===== src/rtl/keypad_if.sv =====
// keypad_if: CPU bus bundle for the keypad register block.
// Ports: bus_write/bus_read strobes, bus_address_in (24b), bus_data_in (8b) from the CPU,
//        bus_data_out (8b) back from the peripheral.
interface keypad_if;
    logic        bus_write;
    logic        bus_read;
    logic [23:0] bus_address_in;
    logic [7:0]  bus_data_in;
    logic [7:0]  bus_data_out;
    modport master (output bus_write, bus_read, bus_address_in, bus_data_in, input bus_data_out);
    modport slave  (input bus_write, bus_read, bus_address_in, bus_data_in, output bus_data_out);
endinterface


===== src/rtl/keypad.sv =====
// keypad: synchronizes and debounces 8 keys, raises per-key press/release interrupt pulses,
//         and exposes KEY_EDGE (0x2050, R/W) and KEY_STATE (0x2052, RO, active-low) registers.
// Ports: clk, reset (sync, active-high), bus (keypad_if.slave), keys_in[7:0] raw levels
//        (1 = pressed), irqs[7:0] one-cycle interrupt pulses.
// Config: define KEYPAD_DEBOUNCE_EN to build the per-key debounce counters; otherwise the
//         synchronizer output is used directly as the stable key state.
module keypad #(
    parameter int DEBOUNCE_CYCLES = 16
) (
    input  logic       clk,
    input  logic       reset,
    keypad_if.slave    bus,
    input  logic [7:0] keys_in,
    output logic [7:0] irqs
);
    localparam logic [23:0] ADDR_EDGE  = 24'h002050;
    localparam logic [23:0] ADDR_STATE = 24'h002052;

    if (DEBOUNCE_CYCLES < 1 || DEBOUNCE_CYCLES > 65535) begin : g_bad_cfg
        $error("keypad: DEBOUNCE_CYCLES out of range 1..65535");
    end

    logic [7:0] sync1_q, sync2_q;
    logic [7:0] key_edge_q, key_edge_d;
    logic [7:0] prev_q;
    logic [7:0] irqs_q, irqs_d;
    logic [7:0] stable;

`ifdef KEYPAD_DEBOUNCE_EN
    // Acceptance happens on the cycle the count would reach DEBOUNCE_CYCLES.
    localparam logic [15:0] LAST = 16'(DEBOUNCE_CYCLES - 1);
    logic [7:0]  stable_q, stable_d;
    logic [15:0] cnt_q [8];
    logic [15:0] cnt_d [8];
    assign stable = stable_q;
`else
    assign stable = sync2_q;
`endif

    always_comb begin
        key_edge_d = (bus.bus_write && bus.bus_address_in == ADDR_EDGE) ? bus.bus_data_in : key_edge_q;
        // Direction uses the register value held before any same-cycle write.
        irqs_d     = (stable & ~prev_q & ~key_edge_q) | (~stable & prev_q & key_edge_q);
`ifdef KEYPAD_DEBOUNCE_EN
        stable_d   = stable_q;
        for (int i = 0; i < 8; i++) begin
            cnt_d[i] = (sync2_q[i] == stable_q[i] || cnt_q[i] == LAST) ? 16'd0 : cnt_q[i] + 16'd1;
            if (sync2_q[i] != stable_q[i] && cnt_q[i] == LAST) stable_d[i] = sync2_q[i];
        end
`endif
    end

    always_ff @(posedge clk) begin
        if (reset) begin
            sync1_q    <= '0;
            sync2_q    <= '0;
            key_edge_q <= '0;
            prev_q     <= '0;
            irqs_q     <= '0;
`ifdef KEYPAD_DEBOUNCE_EN
            stable_q   <= '0;
            for (int i = 0; i < 8; i++) cnt_q[i] <= '0;
`endif
        end else begin
            sync1_q    <= keys_in;
            sync2_q    <= sync1_q;
            key_edge_q <= key_edge_d;
            prev_q     <= stable;
            irqs_q     <= irqs_d;
`ifdef KEYPAD_DEBOUNCE_EN
            stable_q   <= stable_d;
            for (int i = 0; i < 8; i++) cnt_q[i] <= cnt_d[i];
`endif
        end
    end

    assign irqs = irqs_q;
    assign bus.bus_data_out = !bus.bus_read                      ? 8'h00 :
                              bus.bus_address_in == ADDR_EDGE    ? key_edge_q :
                              bus.bus_address_in == ADDR_STATE   ? ~stable : 8'h00;
endmodule


===== src/flat_wrapper.sv =====
// flat-port wrapper written by rule: the top's interface ports become plain ports
module keypad_flat 
#(
    parameter int DEBOUNCE_CYCLES = 16
)
  (clk, reset, keys_in, irqs, bus_bus_write, bus_bus_read, bus_bus_address_in, bus_bus_data_in, bus_bus_data_out);
  keypad_if bus_i ();
  input  logic clk;
  input  logic reset;
  input  logic [7:0] keys_in;
  output logic [7:0] irqs;
  input wire logic [$bits(bus_i.bus_write)-1:0] bus_bus_write;
  input wire logic [$bits(bus_i.bus_read)-1:0] bus_bus_read;
  input wire logic [$bits(bus_i.bus_address_in)-1:0] bus_bus_address_in;
  input wire logic [$bits(bus_i.bus_data_in)-1:0] bus_bus_data_in;
  output wire logic [$bits(bus_i.bus_data_out)-1:0] bus_bus_data_out;
  assign bus_i.bus_write = bus_bus_write;
  assign bus_i.bus_read = bus_bus_read;
  assign bus_i.bus_address_in = bus_bus_address_in;
  assign bus_i.bus_data_in = bus_bus_data_in;
  assign bus_bus_data_out = bus_i.bus_data_out;
  keypad #(.DEBOUNCE_CYCLES(DEBOUNCE_CYCLES)) u_core (.clk(clk), .reset(reset), .bus(bus_i), .keys_in(keys_in), .irqs(irqs));
endmodule

===== config.mk =====
export PLATFORM = sky130hd
export DESIGN_NAME = keypad_flat
export DESIGN_NICKNAME = d
export VERILOG_FILES = /design/src/rtl/keypad_if.sv /design/src/rtl/keypad.sv /design/src/flat_wrapper.sv
export SDC_FILE = /design/constraint.sdc
export NUM_CORES = 1
export LEC_CHECK = 0
export CAP_MARGIN = 20
export CORE_ASPECT_RATIO = 1.75
export CORE_MARGIN = 8
export CORE_UTILIZATION = 42
export CTS_CLUSTER_SIZE = 30
export DETAILED_ROUTE_END_ITERATION = 8
export PLACE_DENSITY = 0.84
export SYNTH_ARGS = -nofsm -noshare
export SYNTH_HDL_FRONTEND = slang
export SYNTH_SLANG_ARGS = --single-unit
export TNS_END_PERCENT = 20

===== constraint.sdc =====
create_clock -name clk -period 3.4 [get_ports clk]
set_input_delay 1.02 -clock clk [delete_from_list [all_inputs] [get_ports clk]]
set_output_delay 1.02 -clock clk [all_outputs]
set_load 0.02 [all_outputs]

# [Word level (Yosys, flattened, before mapping)]
# Index checks and enable logic that the tools add are counted.
[classes] addsub=0 multipliers=0 div_mod_pow=0 magnitude_cmp=0 eq_ne=2 n_shift=0 mux=3 bitwise_logic=8 n_reduce_logical=1
[op_table] cell="$eq 24x14->1 const B" n=2
[op_table] cell="$and 8x8->8" n=4
[op_table] cell="$mux 8" n=3
[op_table] cell="$not 8->8" n=3
[op_table] cell="$or 8x8->8" n=1
[op_table] cell="$logic_and 1x1->1" n=1
[totals] register_bits=40 latch_bits=0 mem_bits_rw=0 romBits=0 output_inout_bits=16 n_memories=0

# [Longest topological paths before layout]
[depth] ltp_word=4 ltp_mapped=7 ltp_nobuf=4

# [Worst setup path before layout]
# Ideal clock, no wire load.
[synth_path] path_type="input to output" from="in bus_bus_address_in[20]" to="out bus_bus_data_out[0]" t_arrival_ps=2503 t_required_ps=2380 slack_ps=-123 path_stages=4 path_buffers=0 path_cell_list="or4_4 nor2_4 nand3_2 a211oi_1"
[synth_between] elab_chain_cells=4
[synth_lines] item="from (decl)" line="flat_wrapper.sv:14" rtl="input wire logic [$bits(bus_i.bus_address_in)-1:0] bus_bus_address_in;"
[synth_lines] item="$eq 24x14->1" line="keypad.sv:80" rtl="bus.bus_address_in == ADDR_STATE ? ~stable : 8'h00;"
[synth_lines] item="$mux 8" line="keypad.sv:80"
[synth_lines] item="$mux 8 (*)" line="keypad.sv:79" rtl="bus.bus_address_in == ADDR_EDGE ? key_edge_q :"
[synth_lines] item="$mux 8 (*)" line="keypad.sv:78" rtl="assign bus.bus_data_out = !bus.bus_read ? 8'h00 :"
[synth_lines] item="to (decl)" line="flat_wrapper.sv:16" rtl="output wire logic [$bits(bus_i.bus_data_out)-1:0] bus_bus_data_out;"
# Every way passes the cells marked *; elsewhere a longest branch is shown, timed or not.

# [Worst setup path after layout]
[layout_path] from="in bus_bus_address_in[9]" to="out bus_bus_data_out[6]"
# The elaborated chain is that of the path after synthesis.

==> results.json <==
{
  "p_per_area_nw_per_um2": 373,
  "grt_pass1_wl_um": 7130,
  "clk_pin_slew_ns": 0.06,
  "drv_slew": 0,
  "via_per_inst": 5.10,
  "period_needed_ns": 3.42,
  "die_h_um": 94.7,
  "swShare": 0.215,
  "max_freq_mhz": 293,
  "tightest_slew_ns": 0.391,
  "drc": 0,
  "rsz0062_at_grt": "yes",
  "grt_usage": 0.165,
  "rows": 28,
  "tritoncts": "yes",
  "holdBufCountCts": 0,
  "first_pass_iters": 4,
  "yosysWarnings": 0,
  "ys_async_sr_fraction": 0,
  "numCtsBuffers": 5,
  "start_util": 0.437,
  "ys_ff_latch": 40,
  "reg2reg_setup_slack_ns": 2.34,
  "dieArea_um2": 5770,
  "clockRootBuffer": "clkbuf_8",
  "overflow": 0,
  "violations": "setup timing",
  "p_comb_frac": 0.118,
  "grt_max_degree": 41,
  "switchingPower_uw": 200,
  "num_vias": 1475,
  "drt_iter0_markers": 44,
  "clock_latency_ns": 0.29,
  "critPathRequiredTime_ns": 2.38,
  "synthXorXnorAreaFrac": 0,
  "seq_area_frac_synth": 0.539,
  "syn_avg_cell_area_um2": 9.84,
  "final_cell_mix": "42 x buf_4, 40 x dfxtp_1, 28 x clkdlybuf4s50_1, 25 x nor2b_1, 15 x a21oi_1",
  "dieWidth_um": 61.0,
  "core-area_um2": 3400,
  "p_leak_nw": 1.00,
  "netlist_area_um2": 1490,
  "h-tree-depth": 2,
  "status": "finished, violations left",
  "insertedDiodeCount": 0,
  "cp.arrival_ns": 2.40,
  "timing_hold_violations_final": 0,
  "antenna_found_initial": 0,
  "wl_per_cell_um": 16.3,
  "synthMuxAreaShare": 0,
  "dpl_cell_area_um2": 2160,
  "cts_sinks": 40,
  "total_power_uw": 932,
  "endpoint_kind": "output port",
  "finClkSkew_ns": 0.0129,
  "yosys.cell_types.count": 22,
  "finalInstanceArea_um2": 2500,
  "fin_crit_sh": 1.01,
  "syn_inst": 151,
  "hold_ws_ns": 0.437,
  "setup_slack_ns": -0.0185,
  "place.gp.congestion": 0.797,
  "p_clk_frac": 0.358,
  "worstPathMaxFanout": 8,
  "synth_adder_area_share": 0,
  "setup_viol": 1,
  "grt_pass1_vias": 1498,
  "final_common_cell": "buf_4",
  "ios": 60,
  "drv_cap": 0,
  "p_int_uw": 732,
  "clk_path_buf_depth": 2,
  "pre_cts_ws_ns": -0.900,
  "syn-num-nets": 195,
  "seq_power_share": 0.525,
  "hold_class": "reg2reg",
  "synth_top_family_by_area": "simple AND/OR/NAND/NOR gates",
  "start_kind": "primary input",
  "synth-compound-area-share": 0.121,
  "area_delta_synth_final_pct": 68.3,
  "nNetsFinal": 288,
  "ys.flop_type": "dfxtp_1",
  "yosys.area_share.simple": 0.311,
  "synth_edf_count": 0,
  "routed_wl_um": 4720,
  "drive_above_1_share": 0.357,
  "relSlewSlack": 0.740,
  "peakVddDrop_uv": 441,
  "ant_nets": 0,
  "path_class": "in2out",
  "port_buffers": 59
}
-- layout make-up --
cell class,instances,area [um^2]
tap,45,56.3
clock buffer,7,96.3
timing repair buffer,95,801
fill,245,897
multi-input combinational,102,747
sequential,40,801
-- stage by stage --
step / setup TNS, ns / cells / utilization
final: -0.0185 / 289 / 0.736
after global routing: -0.153 / 289 / 0.736
after CTS: 0 / 285 / 0.725
after detailed placement: -6.99 / 254 / 0.637
after global placement: -6.91 / 254 / 0.637
after floorplan: -0.982 / 151 / -
-- worst max-delay path, cell delays in order --
cell      delay [ns]
buf_6           0.09
or4_4           0.54
nor2_4          0.15
nand3_4         0.16
a211oi_2        0.25
buf_4           0.18
-- synthesized netlist by cell type (2+ instances only) --
master	count	area (um^2)
dfxtp_1	40	801
nor2b_1	25	156
a21oi_1	16	80.1
nor2_1	11	41.3
nand4_1	9	56.3
a211oi_1	8	60.1
o21ai_1	8	40.0
nand3b_1	7	52.6
or3b_2	7	61.3
clkbuf_1	6	22.5
nor4_1	2	12.5
or4_4	2	22.5
-- path summary, 6_finish.rpt --
| check | start | to | depth (start not counted) |
|---|---|---|---|
| max | bus_bus_address_in[9] | bus_bus_data_out[6] | 6 |
| max reg2reg | u_core.key_edge_q[0]$_SDFFE_PP0P_ | u_core.irqs[0]$_SDFF_PP0_ | 2 |
| min | u_core.sync1_q[3]$_SDFF_PP0_ | u_core.stable[3]$_SDFF_PP0_ | 1 |
| min reg2reg | u_core.sync1_q[3]$_SDFF_PP0_ | u_core.stable[3]$_SDFF_PP0_ | 1 |
-- layer usage --
metal,track usage,up-vias,share of wire
met4,0.0939,0,0.037
met2,0.291,43,0.55
met1,0.162,704,0.36
met3,0.0504,11,0.054
li1,-,717,-
met5,0,-,0
-- flip-flops by register name (all words and copies together), names as in the netlist --
| register | count |
|---|---|
| u_core.stable | 8 |
| u_core.sync1_q | 8 |
| u_core.key_edge_q | 8 |
| u_core.irqs | 8 |
| u_core.prev_q | 8 |
-- logic make-up (layout without fill, tap and decap cells) --
logic type | Yosys count | count (layout)
AND/OR/NAND/NOR | 70 | 70
flip-flops | 40 | 40
AO/OA/AOI/OAI | 32 | 32
buffers and inverters | 9 | 102
-- what timing repair did --
action,CTS,global route
setup buffers,24,4
endpoints found under the hold margin,0,0
endpoints found under the setup margin,8,16
pin swaps,17,12
resized for setup,102,17
-- power by group through the flow --
stage / Combinational [mW] / Clock [mW] / Sequential (mW)
CTS: 0.103 / 0.336 / 0.489
finish: 0.110 / 0.333 / 0.489
floorplan: 0.0283 / 0 / 0.500
global placement: 0.0929 / 0 / 0.498
global route: 0.117 / 0.360 / 0.490
detailed placement: 0.0947 / 0 / 0.499
No activity file was read; power rests on OpenSTA's default activity.
